--- config.mk ---
export PLATFORM = sky130hd
export DESIGN_NAME = plic_lite
export DESIGN_NICKNAME = d
export VERILOG_FILES = /design/src/rtl/plic_lite_pkg.sv /design/src/rtl/plic_gateway.sv /design/src/rtl/plic_lite.sv
export SDC_FILE = /design/constraint.sdc
export NUM_CORES = 1
export LEC_CHECK = 0
export ABC_AREA = 1
export BUFFER_PORTS_ARGS = -buffer_cell sky130_fd_sc_hd__buf_2
export CAP_MARGIN = 20
export CORE_AREA = 2 2 101 103
export CTS_CLUSTER_SIZE = 12
export DETAILED_ROUTE_END_ITERATION = 7
export DIE_AREA = 0 0 103 105
export GPL_ROUTABILITY_DRIVEN = 1
export PLACE_DENSITY = 0.83
export REMOVE_ABC_BUFFERS = 1
export SYNTH_ARGS = -nofsm -noshare
export SYNTH_HDL_FRONTEND = slang
export SYNTH_SLANG_ARGS = --single-unit
export TNS_END_PERCENT = 10
--- constraint.sdc ---
create_clock -name clk -period 10.9 [get_ports clk]
set_input_delay 2.18 -clock clk [delete_from_list [all_inputs] [get_ports clk]]
set_output_delay 2.18 -clock clk [all_outputs]
set_load 0.02 [all_outputs]
--- src/rtl/plic_lite_pkg.sv ---
// Shared register map, ID width and the external-interrupt marker for plic_lite.
package plic_lite_pkg;

  localparam logic [7:0] PLIC_PENDING   = 8'h00;
  localparam logic [7:0] PLIC_ENABLE    = 8'h04;
  localparam logic [7:0] PLIC_THRESH    = 8'h08;
  localparam logic [7:0] PLIC_CLAIM     = 8'h0C;
  localparam logic [7:0] PLIC_PRIO_BASE = 8'h10;

  localparam int unsigned INT_EXT_FLAG = 7;
  localparam int unsigned ID_W         = 4;

endpackage

--- src/rtl/plic_gateway.sv ---
// Per-source gateway: 2-flop synchronizer, rising-edge detect, pending and in-service bits.
module plic_gateway (
  input  logic clk,
  input  logic rst,
  input  logic irq,
  input  logic claim,
  input  logic complete,
  output logic pending,
  output logic in_service
);

  logic sync1_q, sync2_q, sync3_q;
  logic arm1_q, arm2_q, arm3_q;
  logic pending_q, in_service_q;
  logic rise;

  // A line already high when reset releases must not look like an edge, so detection
  // waits until sync3 holds a real sample.
  assign rise = sync2_q & ~sync3_q & arm3_q;

  always_ff @(posedge clk) begin
    if (rst) begin
      sync1_q      <= 1'b0;
      sync2_q      <= 1'b0;
      sync3_q      <= 1'b0;
      arm1_q       <= 1'b0;
      arm2_q       <= 1'b0;
      arm3_q       <= 1'b0;
      pending_q    <= 1'b0;
      in_service_q <= 1'b0;
    end else begin
      sync1_q <= irq;
      sync2_q <= sync1_q;
      sync3_q <= sync2_q;
      arm1_q  <= 1'b1;
      arm2_q  <= arm1_q;
      arm3_q  <= arm2_q;
      // A new edge in the same cycle as a claim keeps the event pending.
      if (rise) begin
        pending_q <= 1'b1;
      end else if (claim) begin
        pending_q <= 1'b0;
      end
      if (claim) begin
        in_service_q <= 1'b1;
      end else if (complete) begin
        in_service_q <= 1'b0;
      end
    end
  end

  assign pending    = pending_q;
  assign in_service = in_service_q;

endmodule

--- src/rtl/plic_lite.sv ---
// Lite PLIC: per-source gateways, priority/threshold arbitration and a claim/complete
// register interface; the winner is presented to clint on int_flag_o.
module plic_lite
  import plic_lite_pkg::*;
#(
  parameter int unsigned NUM_SRC = 8,
  parameter int unsigned PRIO_W  = 3
) (
  input  logic               clk,
  input  logic               rst,
  input  logic [NUM_SRC-1:0] irq_i,
  input  logic               we_i,
  input  logic               re_i,
  input  logic [31:0]        addr_i,
  input  logic [31:0]        data_i,
  output logic [31:0]        data_o,
  output logic               irq_o,
  output logic [7:0]         int_flag_o
);

  localparam logic [5:0] NumSrc6 = 6'(NUM_SRC);

  logic [NUM_SRC-1:0] enable_q;
  logic [PRIO_W-1:0]  thresh_q;
  logic [PRIO_W-1:0]  prio_q [NUM_SRC];
  logic [ID_W-1:0]    best_id_q, best_id_d;
  logic [PRIO_W-1:0]  best_prio_q, best_prio_d;
  logic               irq_q;

  logic [NUM_SRC-1:0] pending, in_service, eligible;
  logic [NUM_SRC-1:0] claim_vec, cmpl_vec;

  logic [7:0]      offs, prio_rel;
  logic            prio_hit, claim_hit, cmpl_hit;
  logic [ID_W-1:0] prio_idx, cmpl_id;

  assign offs     = addr_i[7:0];
  assign prio_rel = offs - PLIC_PRIO_BASE;
  assign prio_hit = (offs >= PLIC_PRIO_BASE) && (prio_rel[1:0] == 2'b00) &&
                    (prio_rel[7:2] < NumSrc6);
  assign prio_idx = prio_rel[5:2];

  assign claim_hit = re_i && (offs == PLIC_CLAIM) && (best_id_q != '0);
  assign cmpl_hit  = we_i && (offs == PLIC_CLAIM);
  assign cmpl_id   = data_i[ID_W-1:0];

  always_comb begin
    claim_vec = '0;
    cmpl_vec  = '0;
    for (int i = 0; i < NUM_SRC; i++) begin
      claim_vec[i] = claim_hit && (best_id_q == ID_W'(i + 1));
      cmpl_vec[i]  = cmpl_hit && (cmpl_id == ID_W'(i + 1));
    end
  end

  for (genvar g = 0; g < NUM_SRC; g++) begin : g_src
    plic_gateway u_gateway (
      .clk        (clk),
      .rst        (rst),
      .irq        (irq_i[g]),
      .claim      (claim_vec[g]),
      .complete   (cmpl_vec[g]),
      .pending    (pending[g]),
      .in_service (in_service[g])
    );
    assign eligible[g] = pending[g] & enable_q[g] & ~in_service[g] & (prio_q[g] > thresh_q);
  end

  // Strict '>' against a running max makes ties resolve to the lowest ID.
  always_comb begin
    best_id_d   = '0;
    best_prio_d = '0;
    for (int i = 0; i < NUM_SRC; i++) begin
      if (eligible[i] && (prio_q[i] > best_prio_d)) begin
        best_id_d   = ID_W'(i + 1);
        best_prio_d = prio_q[i];
      end
    end
  end

  always_ff @(posedge clk) begin
    if (rst) begin
      enable_q    <= '0;
      thresh_q    <= '0;
      best_id_q   <= '0;
      best_prio_q <= '0;
      irq_q       <= 1'b0;
      for (int i = 0; i < NUM_SRC; i++) begin
        prio_q[i] <= '0;
      end
    end else begin
      best_id_q   <= best_id_d;
      best_prio_q <= best_prio_d;
      irq_q       <= (best_id_d != '0);
      if (we_i && (offs == PLIC_ENABLE)) begin
        enable_q <= data_i[NUM_SRC-1:0];
      end
      if (we_i && (offs == PLIC_THRESH)) begin
        thresh_q <= data_i[PRIO_W-1:0];
      end
      for (int i = 0; i < NUM_SRC; i++) begin
        if (we_i && prio_hit && (prio_idx == ID_W'(i))) begin
          prio_q[i] <= data_i[PRIO_W-1:0];
        end
      end
    end
  end

  always_comb begin
    data_o = '0;
    if (offs == PLIC_PENDING) begin
      data_o[NUM_SRC-1:0] = pending;
    end else if (offs == PLIC_ENABLE) begin
      data_o[NUM_SRC-1:0] = enable_q;
    end else if (offs == PLIC_THRESH) begin
      data_o[PRIO_W-1:0] = thresh_q;
    end else if (offs == PLIC_CLAIM) begin
      data_o[ID_W-1:0] = best_id_q;
    end else if (prio_hit) begin
      for (int i = 0; i < NUM_SRC; i++) begin
        if (prio_idx == ID_W'(i)) begin
          data_o[PRIO_W-1:0] = prio_q[i];
        end
      end
    end
  end

  always_comb begin
    int_flag_o = 8'h00;
    if (irq_q) begin
      int_flag_o[ID_W-1:0]     = best_id_q;
      int_flag_o[INT_EXT_FLAG] = 1'b1;
    end
  end

  assign irq_o = irq_q;

  logic unused_bits;
  assign unused_bits = ^{addr_i[31:8], data_i[31:8], best_prio_q};

endmodule

# ---- Word level (Yosys, flattened, before mapping)
# Memory sizes are Yosys's and may differ from the RTL's.
# Index checks and enable logic that the tools add are counted.
dict set report totals {
  regBits 59
  ram_bits 24
  output_inout_bits 41
  wordCells 318
  memories 1
}
# memory depth word_bits read_ports rd_clocked_by_memory_dff wr line_no
set memory_table {}
lappend memory_table {prio_q 8 3 8 0 8 plic_lite.sv:25} ;# logic [PRIO_W-1:0] prio_q [NUM_SRC];
dict set report classes {
  n_addsub 1
  order_cmp 18
  eq_ne 26
  muxes 100
  bitwise_logic 64
  reduce_logical 61
}
# operator count
set ops {}
lappend ops {{two-way mux 3 bit} 26}
lappend ops {{two-way mux 1 bit} 63}
lappend ops {{== test 4 x 3 -> 1 bit (second input constant)} 12}
lappend ops {{> comparator 3 bit} 15}
lappend ops {{AND 1 bit} 40}
lappend ops {{logical AND 1 bit} 40}
lappend ops {{two-way mux 4 bit} 10}
lappend ops {{nonzero test 2 bit} 16}
lappend ops {{== test 4 x 2 -> 1 bit (second input constant)} 6}
lappend ops {{== test 8 x 4 -> 1 bit (second input constant)} 2}
lappend ops {{inverter 1 bit} 16}
lappend ops {{== test 4 x 1 -> 1 bit (second input constant)} 3}
lappend ops {{== test 4 bit (second input constant)} 2}
lappend ops {{== test 8 x 3 -> 1 bit (second input constant)} 1}
lappend ops {{greater-or-equal comparator 8 x 5 -> 1 bit (second input constant)} 1}
lappend ops {{zero test 8 bit} 1}
lappend ops {{two-way mux 8 bit} 1}
lappend ops {{OR 1 bit} 8}
lappend ops {{nonzero test 4 bit} 2}
lappend ops {{subtractor 8 x 5 -> 8 bit (second input constant)} 1}
lappend ops {{< comparator 6 x 4 -> 1 bit (second input constant)} 1}
lappend ops {{zero test 4 bit} 1}
lappend ops {{> comparator 3 x 1 -> 1 bit (second input constant)} 1}
lappend ops {{zero test 2 bit} 1}

# ---- Logic depth before layout (Yosys ltp)
# Gate-level depths: netlist of the first run.
dict set report logic_depth {
  depth_word 27
  ltp_mapped 63
}

# ---- By module
# Synthesis of the first run repeated with hierarchy kept, for this count alone.
dict set report unflattened {
  hier_cells 772
  hier_area_um2 5835.6
}
# module n_inst cells_per_inst area_per_inst_um2 seq_area_each_um2
set by_module_without_submodules {}
lappend by_module_without_submodules {plic_lite 1 548 3873.7 1041.0}
lappend by_module_without_submodules {plic_gateway 8 28 245.2 160.2}

# ---- Least setup slack after synthesis of the first run
# OpenSTA, ideal clock, no wires.
dict set report synth_path {
  kind {reg2reg}
  startpoint {register thresh_q[2]}
  endpoint {register best_id_q[2]}
  setup_time_ns 0.109
  arrival_ns 7.771
  t_required_ns 10.791
  path_slack_ns 3.020
  path_stages_with_launch 60
  n_path_buf 0
  synth_period_minus_slack_ns 7.880
  cell_sequence {dfxtp_1 -> inv_1 -> ha_1 -> nand2_1 -> nor2_1 -> nor2_2 -> nand3_2 -> nor2_1 -> inv_1 -> ha_1 -> nand2_1 -> nor2_2 -> nor2_4 -> nor2_8 -> nand3_1 -> and2_1 -> ha_1 -> nand2_1 -> [24 not listed] -> o21ai_2 -> inv_1 -> ha_1 -> nand3_1 -> nand3_1 -> a311oi_1 -> nand2_1 -> inv_1 -> o21bai_2 -> ha_1 -> nand2_1 -> o21ai_0 -> nand4_1 -> nor2_1 -> inv_1 -> nand2_1 -> a31o_1 -> inv_1}
}
dict set report synth_between {
  elab_chain_cells 25
  elab_cells_between_ends 44
  classes_between {order compare: 15; mux: 13; bitwise: 8; reduce/logical: 8}
}
# item line_no
set synth_rtl {}
lappend synth_rtl {{from (decl)} plic_lite.sv:24} ;# logic [PRIO_W-1:0] thresh_q;
lappend synth_rtl {{from (signal assigned)} plic_lite.sv:99} ;# thresh_q <= data_i[PRIO_W-1:0];
lappend synth_rtl {{> comparator 3 bit} plic_lite.sv:66} ;# assign eligible[g] = pending[g] & enable_q[g] & ~in_service[g] & (prio_q[g] > thresh_q);
lappend synth_rtl {{AND 1 bit} plic_lite.sv:66}
lappend synth_rtl {{logical AND 1 bit} plic_lite.sv:74} ;# if (eligible[i] && (prio_q[i] > best_prio_d)) begin
lappend synth_rtl {{two-way mux 3 bit} plic_lite.sv:74}
lappend synth_rtl {{> comparator 3 bit} plic_lite.sv:74}
lappend synth_rtl {{logical AND 1 bit} plic_lite.sv:74}
lappend synth_rtl {{two-way mux 3 bit} plic_lite.sv:74}
lappend synth_rtl {{> comparator 3 bit} plic_lite.sv:74}
lappend synth_rtl {{[9 not listed]} --}
lappend synth_rtl {{logical AND 1 bit} plic_lite.sv:74}
lappend synth_rtl {{two-way mux 3 bit} plic_lite.sv:74}
lappend synth_rtl {{> comparator 3 bit} plic_lite.sv:74}
lappend synth_rtl {{logical AND 1 bit} plic_lite.sv:74}
lappend synth_rtl {{two-way mux 3 bit} plic_lite.sv:74}
lappend synth_rtl {{> comparator 3 bit} plic_lite.sv:74}
lappend synth_rtl {{logical AND 1 bit} plic_lite.sv:74}
lappend synth_rtl {{two-way mux 4 bit *} plic_lite.sv:74}
lappend synth_rtl {{to (signal assigned)} plic_lite.sv:92} ;# best_id_q <= best_id_d;
lappend synth_rtl {{to (decl)} plic_lite.sv:26} ;# logic [ID_W-1:0] best_id_q, best_id_d;
# Every way passes the cells marked *; elsewhere a longest branch is shown, timed or not.
# A chain may end at the register's enable or synchronous reset.

# ---- Worst setup path after layout of the first run
dict set report layout_path {
  startpoint {register thresh_q[1]}
  endpoint {register best_id_q[2]}
}
# Same word-level chain as after synthesis.

==> metrics, run 1 <==
H-tree depth=3; Vias=4572; Ys Warns=0; Clk pin slew, worst setup/hold paths=90 ps; proportion of layout cells with a drive suffix above 1=13.6%; Critical Path Max Stage Delay=370 ps; die area=10800 um2; CP max FO=9; Max-slew headroom=44.2%; Max Root-Sink Buffers=2; Post-synth ARST share=0%; core footprint=9640 um2; maxcap violations=0; synthesized area=5210 um2; Hold WC Path Type=flip-flop to flip-flop; drt wl/cell=14.4 um; crit path kind=flip-flop to flip-flop; largest net degree at the start of global routing=50; CTS Buf Count=9; final net count=856; FF+latch area=1900 um2; CP arrival=9750 ps; Row Count=36; Worst Path Required=11160 ps; die height=105 um; syn_area_per_cell=7.53 um2; Root Buffer=clkbuf_8; Area growth syn-to-layout=9.03%; DRC Markers=0; n_diodes=0; commonest cells in the synthesized netlist=nand2_1 (115), inv_1 (110), nor2_1 (107), dfxtp_1 (59), ha_1 (45); max frequency=105 MHz; RSZ-0062 raised after global routing=no; Tmin final=9490 ps; outcome=complete, no violations; Congestion Overflow GR=0; number of global-route vias before repair=4480; register area share after synthesis=36.5%; final period utilization=87.0%; CTS Hold Bufs=0; die width=103 um; Crit path top cell by count=ha_1; Final Max Slew Viols=0; peak supply drop=0.000119 V; area occupied by multi-input gates=2740 um2; detailed placer's ending HPWL=9.73 mm; endpoint class of the critical path=flip-flop; Fin. Hold Viols=0; Yosys top cell area share=22.7%; Synth area leaders=dfxtp_1 (23%), edfxtp_1 (14%), ha_1 (11%), nand2_1 (8.3%), inv_1 (7.9%); worst-skew pair later-pin latency=360 ps; DR vias/cell=5.24; Resize count post-CTS=0; Final Power=661 uW; first-pass GRT wire length=20.8 mm; Clock Skew=7.94 ps; clk sink count=83; Leak Pwr=0.00264 uW; EDFF count, synth=24; FF+latch count, synth=83; DRT Wirelength=12.6 mm; Slowest-stage cell, CP=inv_1; count of different cell masters after synthesis=43; Setup WS post-layout=1410 ps; post-route ant nets=0; crit start category=flip-flop; final setup fails=0; gr usage total=24.4%; top-count cell post-synth=nand2_1; worst slack, placed=1630 ps; DRT Pass-1 Iters=5; initial antenna violation count=0; Primary FF master, synth=dfxtp_1; number of post-CTS setup repair buffers=0; Yosys top cell by area=dfxtp_1; setup TNS=0 ps; fillers=889; GPL Wtd Cong=0.893; Starting DRT DRC Count=234; IO buf count=41; # IOs=117; PwrDens=116 nW/um2; actual slew at the worst max-slew pin=836 ps; cells after synthesis=692; CTS tree=done; initial core utilization=54.0%
-- path summary, 6_finish.rpt --
path / cells past startpoint / slack (ps) / from / endpoint
min: 2 / 410 / g_src[1].u_gateway.sync1_q / g_src[1].u_gateway.sync2_q
min reg2reg: 2 / 410 / g_src[1].u_gateway.sync1_q / g_src[1].u_gateway.sync2_q
max reg2reg: 59 / 1410 / thresh_q[1] / best_id_q[2]
max: 59 / 1410 / thresh_q[1] / best_id_q[2]
-- per-layer routing --
layer	track usage (%)	wire length, um	vias to the layer above
met5	0	0	-
met4	9.68	318	0
met3	3.95	659	25
met2	41.0	6210	135
met1	30.7	5430	2120
li1	-	-	2292
-- sequential cells by signal, summed over array words and instances (netlist names) --
register / flops
g_src.u_gateway.sync2_q: 8
g_src.u_gateway.arm2_q: 1
g_src.u_gateway.arm3_q: 1
g_src.u_gateway.sync3_q: 8
thresh_q: 3
g_src.u_gateway.arm1_q: 1
prio_q: 24
g_src.u_gateway.pending: 8
enable_q: 8
best_id_q: 4
irq_o: 1
g_src.u_gateway.sync1_q: 8
g_src.u_gateway.in_service: 8
-- power by group --
group          switching [uW]  total [uW]  internal (uW)
logic                    48.1        70.0           21.8
registers                7.01         334            327
clock network             116         257            141
total                     172         661            489
-- kinds of logic (layout without fill, tap and decap cells) --
group / count (synthesis) / after routing / synth area share, %
XOR/XNOR: 2 / 2 / 0.336
adder cells (fa/ha/maj): 45 / 45 / 10.8
AO/OA/AOI/OAI: 114 / 114 / 13.0
buffers and inverters: 149 / 171 / 12.8
AND/OR/NAND/NOR: 298 / 298 / 26.5
flip-flops: 83 / 83 / 36.5
other: 1 / 27 / 0.0720
-- cell type report --
cell class	count	area share, %
clock inverter	4	0.881
sequential	83	33.5
timing repair buffer	41	3.61
inverter	114	7.53
clock buffer	12	3.30
tap	133	2.93
multi-input combinational	486	48.2
-- stage by stage --
stage | hold slack [ps] | utilization (%) | instance area [um2] | std cells
floorplan | 388 | - | 5070 | 683
global placement | 390 | 56.5 | 5440 | 857
detailed placement | 394 | 56.5 | 5440 | 857
CTS | 407 | 58.9 | 5680 | 873
global route | 424 | 58.9 | 5680 | 873
finish | 406 | 58.9 | 5680 | 873
-- cells in the final DEF (no fill, tap or decap), drive strengths merged, types with 2 or more instances in the layout --
cell type,synthesis,final
a211oi,6,6
a21oi,38,38
a22oi,2,2
a31oi,4,4
buf,28,41
clkbuf,7,12
conb,1,27
dfxtp,59,59
edfxtp,24,24
ha,45,45
inv,114,116
nand2,125,125
nand3,37,37
nand4,10,10
nor2,117,117
nor3,6,6
o211ai,4,4
o21ai,41,41
o221ai,3,3
o22ai,5,5
o31ai,4,4
o41ai,2,2
xnor2,2,2
-- critical path: cells and delay by family, from the launching register on --
family / cells / cell delay (ps)
AOI/OAI and AO/OA: 11 / 2050
adders and majority gates: 8 / 2420
buffers and inverters: 8 / 920
DFF: 1 / 320
and+or+nand+nor: 32 / 3650
No activity file was read; power rests on OpenSTA's default activity.
==> inputs of run 2 (changes only) <==
CORE_AREA = 2 2 97 99   (was 2 2 101 103)
DIE_AREA = 0 0 99 101   (was 0 0 103 105)
PLACE_DENSITY = 0.89   (was 0.83)
clock period = 11.1 ns   (was 10.9 ns; I/O delays follow)
==> metrics, run 2 (synthesis results as in run 1) <==
crit start category=flip-flop; final setup fails=0 (unchanged); proportion of layout cells with a drive suffix above 1=13.5% (-0.14 points); initial core utilization=58.0% (+4.0 points); Resize count post-CTS=0 (unchanged); maxcap violations=0 (unchanged); PwrDens=114 nW/um2 (-1.7%); IO buf count=41 (unchanged); most frequent cells in the layout=nand2_1 (115), inv_1 (110), nor2_1 (107); Starting DRT DRC Count=317 (+35%); Fin. Hold Viols=0 (unchanged); Root Buffer=clkbuf_8; drt wl/cell=14.5 um (+0.23%); post-route ant nets=0 (unchanged); Max-slew headroom=45.2% (+0.94 points); Area growth syn-to-layout=8.41%; outcome=complete, no violations; actual slew at the worst max-slew pin=822 ps (-14.2 ps); endpoint class of the critical path=flip-flop; Worst Hold Slack=405 ps (-0.531 ps); clk sink count=83 (unchanged); die width=99 um (-3.9%); CTS Hold Bufs=0 (unchanged); CTS tree=done; worst-skew pair later-pin latency=360 ps (about the same); # IOs=117 (unchanged); Tmin final=9420 ps (-66.6 ps); Critical Path Max Stage Delay=380 ps (about the same); first-pass GRT wire length=19.9 mm (-4.0%); Slowest-stage cell, CP=inv_1; Worst Path Required=11360 ps (+200 ps); DRC Markers=0 (unchanged); Max Root-Sink Buffers=2 (unchanged); Final Max Slew Viols=0 (unchanged); Final Power=646 uW (-2.2%); final period utilization=84.9% (-2.2 points); commonest non-fill, non-tap cell in the layout=nand2_1; RSZ-0062 raised after global routing=no; GPL Wtd Cong=0.900 (+0.77%); Clk pin slew, worst setup/hold paths=80 ps (about the same); CTS Buf Count=9 (unchanged); Largest register FFs=24 (unchanged); Vias=4618 (+1.0%); Row Count=35 (-2.8%); Hold WC Path Type=flip-flop to flip-flop; DRT Wirelength=12.3 mm (-2.3%); fillers=782 (-12%); n_diodes=0 (unchanged); core footprint=8980 um2 (-6.9%); largest net degree at the start of global routing=50 (unchanged); die height=101 um (-3.8%); H-tree depth=3 (unchanged); die area=10000 um2 (-7.5%); detailed placer's ending HPWL=9.55 mm (-1.8%); Leak Pwr=0.00264 uW (-0.16%); max frequency=106 MHz (+0.71%); CP arrival=9680 ps (-70 ps); Crit path top cell by count=ha_1; CP max FO=9 (unchanged); DRT Pass-1 Iters=5 (unchanged); crit path kind=flip-flop to flip-flop; gr usage total=25.1% (+0.69 points); DR vias/cell=5.43 (+3.6%); setup TNS=0 ps (unchanged); Clock Skew=5.54 ps (-2.40 ps); initial antenna violation count=0 (unchanged); Top reg by flops=prio_q; number of post-CTS setup repair buffers=0 (unchanged); Congestion Overflow GR=0 (unchanged); peak supply drop=0.000160 V (+34%); final net count=856 (unchanged); number of global-route vias before repair=4377 (-2.3%)
[run 2: worst paths after layout]
check                                                start                         end  cells past startpoint  slack (ps)
worst min-delay path            g_src[6].u_gateway.sync1_q  g_src[6].u_gateway.sync2_q                      2         410
worst min register to register  g_src[6].u_gateway.sync1_q  g_src[6].u_gateway.sync2_q                      2         410
worst max register to register                 thresh_q[2]                best_id_q[2]                     59        1680
worst max-delay path                           thresh_q[2]                best_id_q[2]                     59        1680
[run 2: metal layers]
layer / wire length, um / global-route usage [%]
met3: 661 / 4.51
met1: 5050 / 28.3
met4: 250 / 9.17
met2: 6360 / 47.0
met5: 0 / 0
[run 2: metrics by stage]
| stage | area (um2) | worst slack, ps | cells | util (%) |
|---|---|---|---|---|
| finish | 5650 | 1680 | 851 | 62.9 |
| global route | 5650 | 1040 | 851 | 62.9 |
| CTS | 5650 | 1820 | 851 | 62.9 |
| detailed placement | 5410 | 1890 | 835 | 60.3 |
| global placement | 5410 | 2240 | 835 | 60.3 |
| floorplan | 5070 | 3220 | 683 | - |
[run 2: cell type report]
class	count	area, um2	share of cell area, %
multi-input combinational	486	2740	48.5
sequential	83	1900	33.7
inverter	114	428	7.58
timing repair buffer	41	205	3.63
clock buffer	11	153	2.70
tap	111	139	2.46
clock inverter	5	80.1	1.42
[run 2: worst max-delay path, delay by kind of cell, from the launching register on]
kind / cells / cell delay, ps
and+or+nand+nor: 32 / 3590
adders and majority gates: 8 / 2470
AOI/OAI and AO/OA: 11 / 2000
buffers and inverters: 8 / 920
DFF: 1 / 330
[run 2: power by group]
group	total (uW)	internal (uW)	switching, uW
Clock	249	141	108
Sequential	328	321	7.10
Combinational	68.6	21.5	47.2
==> inputs of run 3 (changes only) <==
CORE_AREA = 2 2 106 108   (was 2 2 97 99)
DIE_AREA = 0 0 108 110   (was 0 0 99 101)
PLACE_DENSITY = 0.8   (was 0.89)
clock period = 8.5 ns   (was 11.1 ns; I/O delays follow)
==> metrics, run 3 (synthesis results as in run 1) <==
outcome=complete, no violations; PwrDens=132 nW/um2 (+15%); max frequency=121 MHz (+14%); endpoint class of the critical path=flip-flop; Fin. Hold Viols=0 (unchanged); Largest register FFs=24 (unchanged); commonest non-fill, non-tap cell in the layout=inv_1; Starting DRT DRC Count=443 (+40%); CTS Hold Bufs=0 (unchanged); Hold WC Path Type=flip-flop to flip-flop; detailed placer's ending HPWL=9.67 mm (+1.2%); Final Cell Area=6290 um2 (+11%); Final Max Slew Viols=0 (unchanged); delay-heaviest family, CP=simple AND/OR/NAND/NOR gates; DRT Wirelength=13.2 mm (+6.7%); proportion of layout cells with a drive suffix above 1=24.9% (+11 points); CP arrival=8550 ps (-1130 ps); Crit path top cell by count=nand2_2; Critical Path Max Stage Delay=420 ps (+40 ps); die area=11900 um2 (+19%); Clk pin slew, worst setup/hold paths=90 ps (about the same); FF+latch area=1900 um2 (about the same); maxcap violations=0 (unchanged); Congestion Overflow GR=0 (unchanged); post-route ant nets=0 (unchanged); core footprint=10700 um2 (+19%); fillers=976 (+25%); CP max FO=6 (-3); die width=108 um (+9.1%); DRT Pass-1 Iters=5 (unchanged); area occupied by multi-input gates=3060 um2 (+12%); CTS Buf Count=9 (unchanged); CP bufs+invs=7 (-1); Area growth syn-to-layout=20.8%; DRC Markers=0 (unchanged); Finished Layout Cells=922 (+8.3%); Worst Path Required=8770 ps (-2590 ps); worst slack, placed=-238 ps (-2130 ps); final net count=898 (+4.9%); n_diodes=0 (unchanged); Leak Pwr=0.00285 uW (+8.2%); DR vias/cell=5.18 (-4.5%); peak supply drop=0.000164 V (+2.4%); Vias=4777 (+3.4%); clk sink count=83 (unchanged); first-pass GRT wire length=19.4 mm (-2.6%); initial core utilization=48.7% (-9.3 points); initial antenna violation count=0 (unchanged); CTS tree=done; Row Count=38 (+8.6%); final period utilization=97.4% (+13 points); # IOs=117 (unchanged); Max-slew headroom=52.7% (+7.6 points); H-tree depth=3 (unchanged); Cells after DPL=897 (+7.4%); crit path kind=flip-flop to flip-flop; GPL Wtd Cong=0.930 (+3.3%); Max Root-Sink Buffers=2 (unchanged); Root Buffer=clkbuf_8; gr usage total=21.2% (-3.9 points); most frequent cells in the layout=inv_1 (104), nand2_1 (102), nor2_1 (102); crit start category=flip-flop; Top reg by flops=prio_q; Final Power=828 uW (+28%); Clock Skew=10.9 ps (+5.38 ps); final setup fails=0 (unchanged); worst-skew pair later-pin latency=360 ps (about the same); Slowest-stage cell, CP=edfxtp_1; largest net degree at the start of global routing=50 (unchanged); Placement Cell Area=5700 um2 (+5.2%); IO buf count=41 (unchanged); Tmin final=8280 ps (-1140 ps); die height=110 um (+8.9%); actual slew at the worst max-slew pin=708 ps (-114 ps); drt wl/cell=14.3 um (-1.5%); number of global-route vias before repair=4214 (-3.7%); Setup WS post-layout=222 ps (-1460 ps)
==> run 3: worst paths after layout <==
path	start	endpoint	slack (ps)	cells past startpoint
setup / recovery	prio_q[0][0]	best_id_q[2]	220	59
hold / removal	g_src[3].u_gateway.sync1_q	g_src[3].u_gateway.sync2_q	410	2
setup reg to reg	prio_q[0][0]	best_id_q[2]	220	59
hold reg to reg	g_src[3].u_gateway.sync1_q	g_src[3].u_gateway.sync2_q	410	2
==> run 3: area by class of cell <==
class                           count  area share, %
Clock buffer                        9           1.97
Clock inverter                      7           1.31
Inverter                          114           6.80
Multi-Input combinational cell    486           48.6
Sequential cell                    83           30.2
Tap cell                          140           2.78
Timing Repair Buffer               83           8.33
==> run 3: metal layers <==
metal | global-route usage [%] | wire, um | share of wire (%) | up-vias
met3 | 3.06 | 905 | 6.9 | 34
li1 | - | - | - | 2383
met2 | 36.3 | 6360 | 48 | 187
met4 | 8.33 | 293 | 2.2 | 0
met1 | 27.1 | 5590 | 43 | 2173
met5 | 0 | 0 | 0 | -
==> run 3: what timing repair did <==
item / CTS / global route
setup buffers: 0 / 9
gates resized for setup: 6 / 61
setup endpoints to repair: 5 / 5
pin swaps: 4 / 41
==> run 3: power by group <==
group / total [uW] / leakage (uW) / internal, uW / switching (uW)
combinational: 102 / 0.00204 / 34.5 / 67.2
sequential: 430 / 0.000709 / 419 / 10.3
clock: 296 / 0.000107 / 141 / 155
total: 828 / 0.00285 / 595 / 233
==> run 3: per-stage QoR <==
stage                     hold slack [ps]  util, %  setup TNS, ps
final                                 406     58.8              0
after global routing                  418     58.8           -578
after CTS                             408     55.3              0
after detailed placement              395     53.3           -923
after global placement                391     53.3           -127
after floorplan                       388        -              0
==> run 3: worst register-to-register path, delay by kind of cell (launching register included) <==
family,cells,cell delay (ps)
adders and majority gates,8,2090
DFF,1,420
buffers and inverters,7,430
and+or+nand+nor,34,3780
AOI/OAI and AO/OA,10,1490
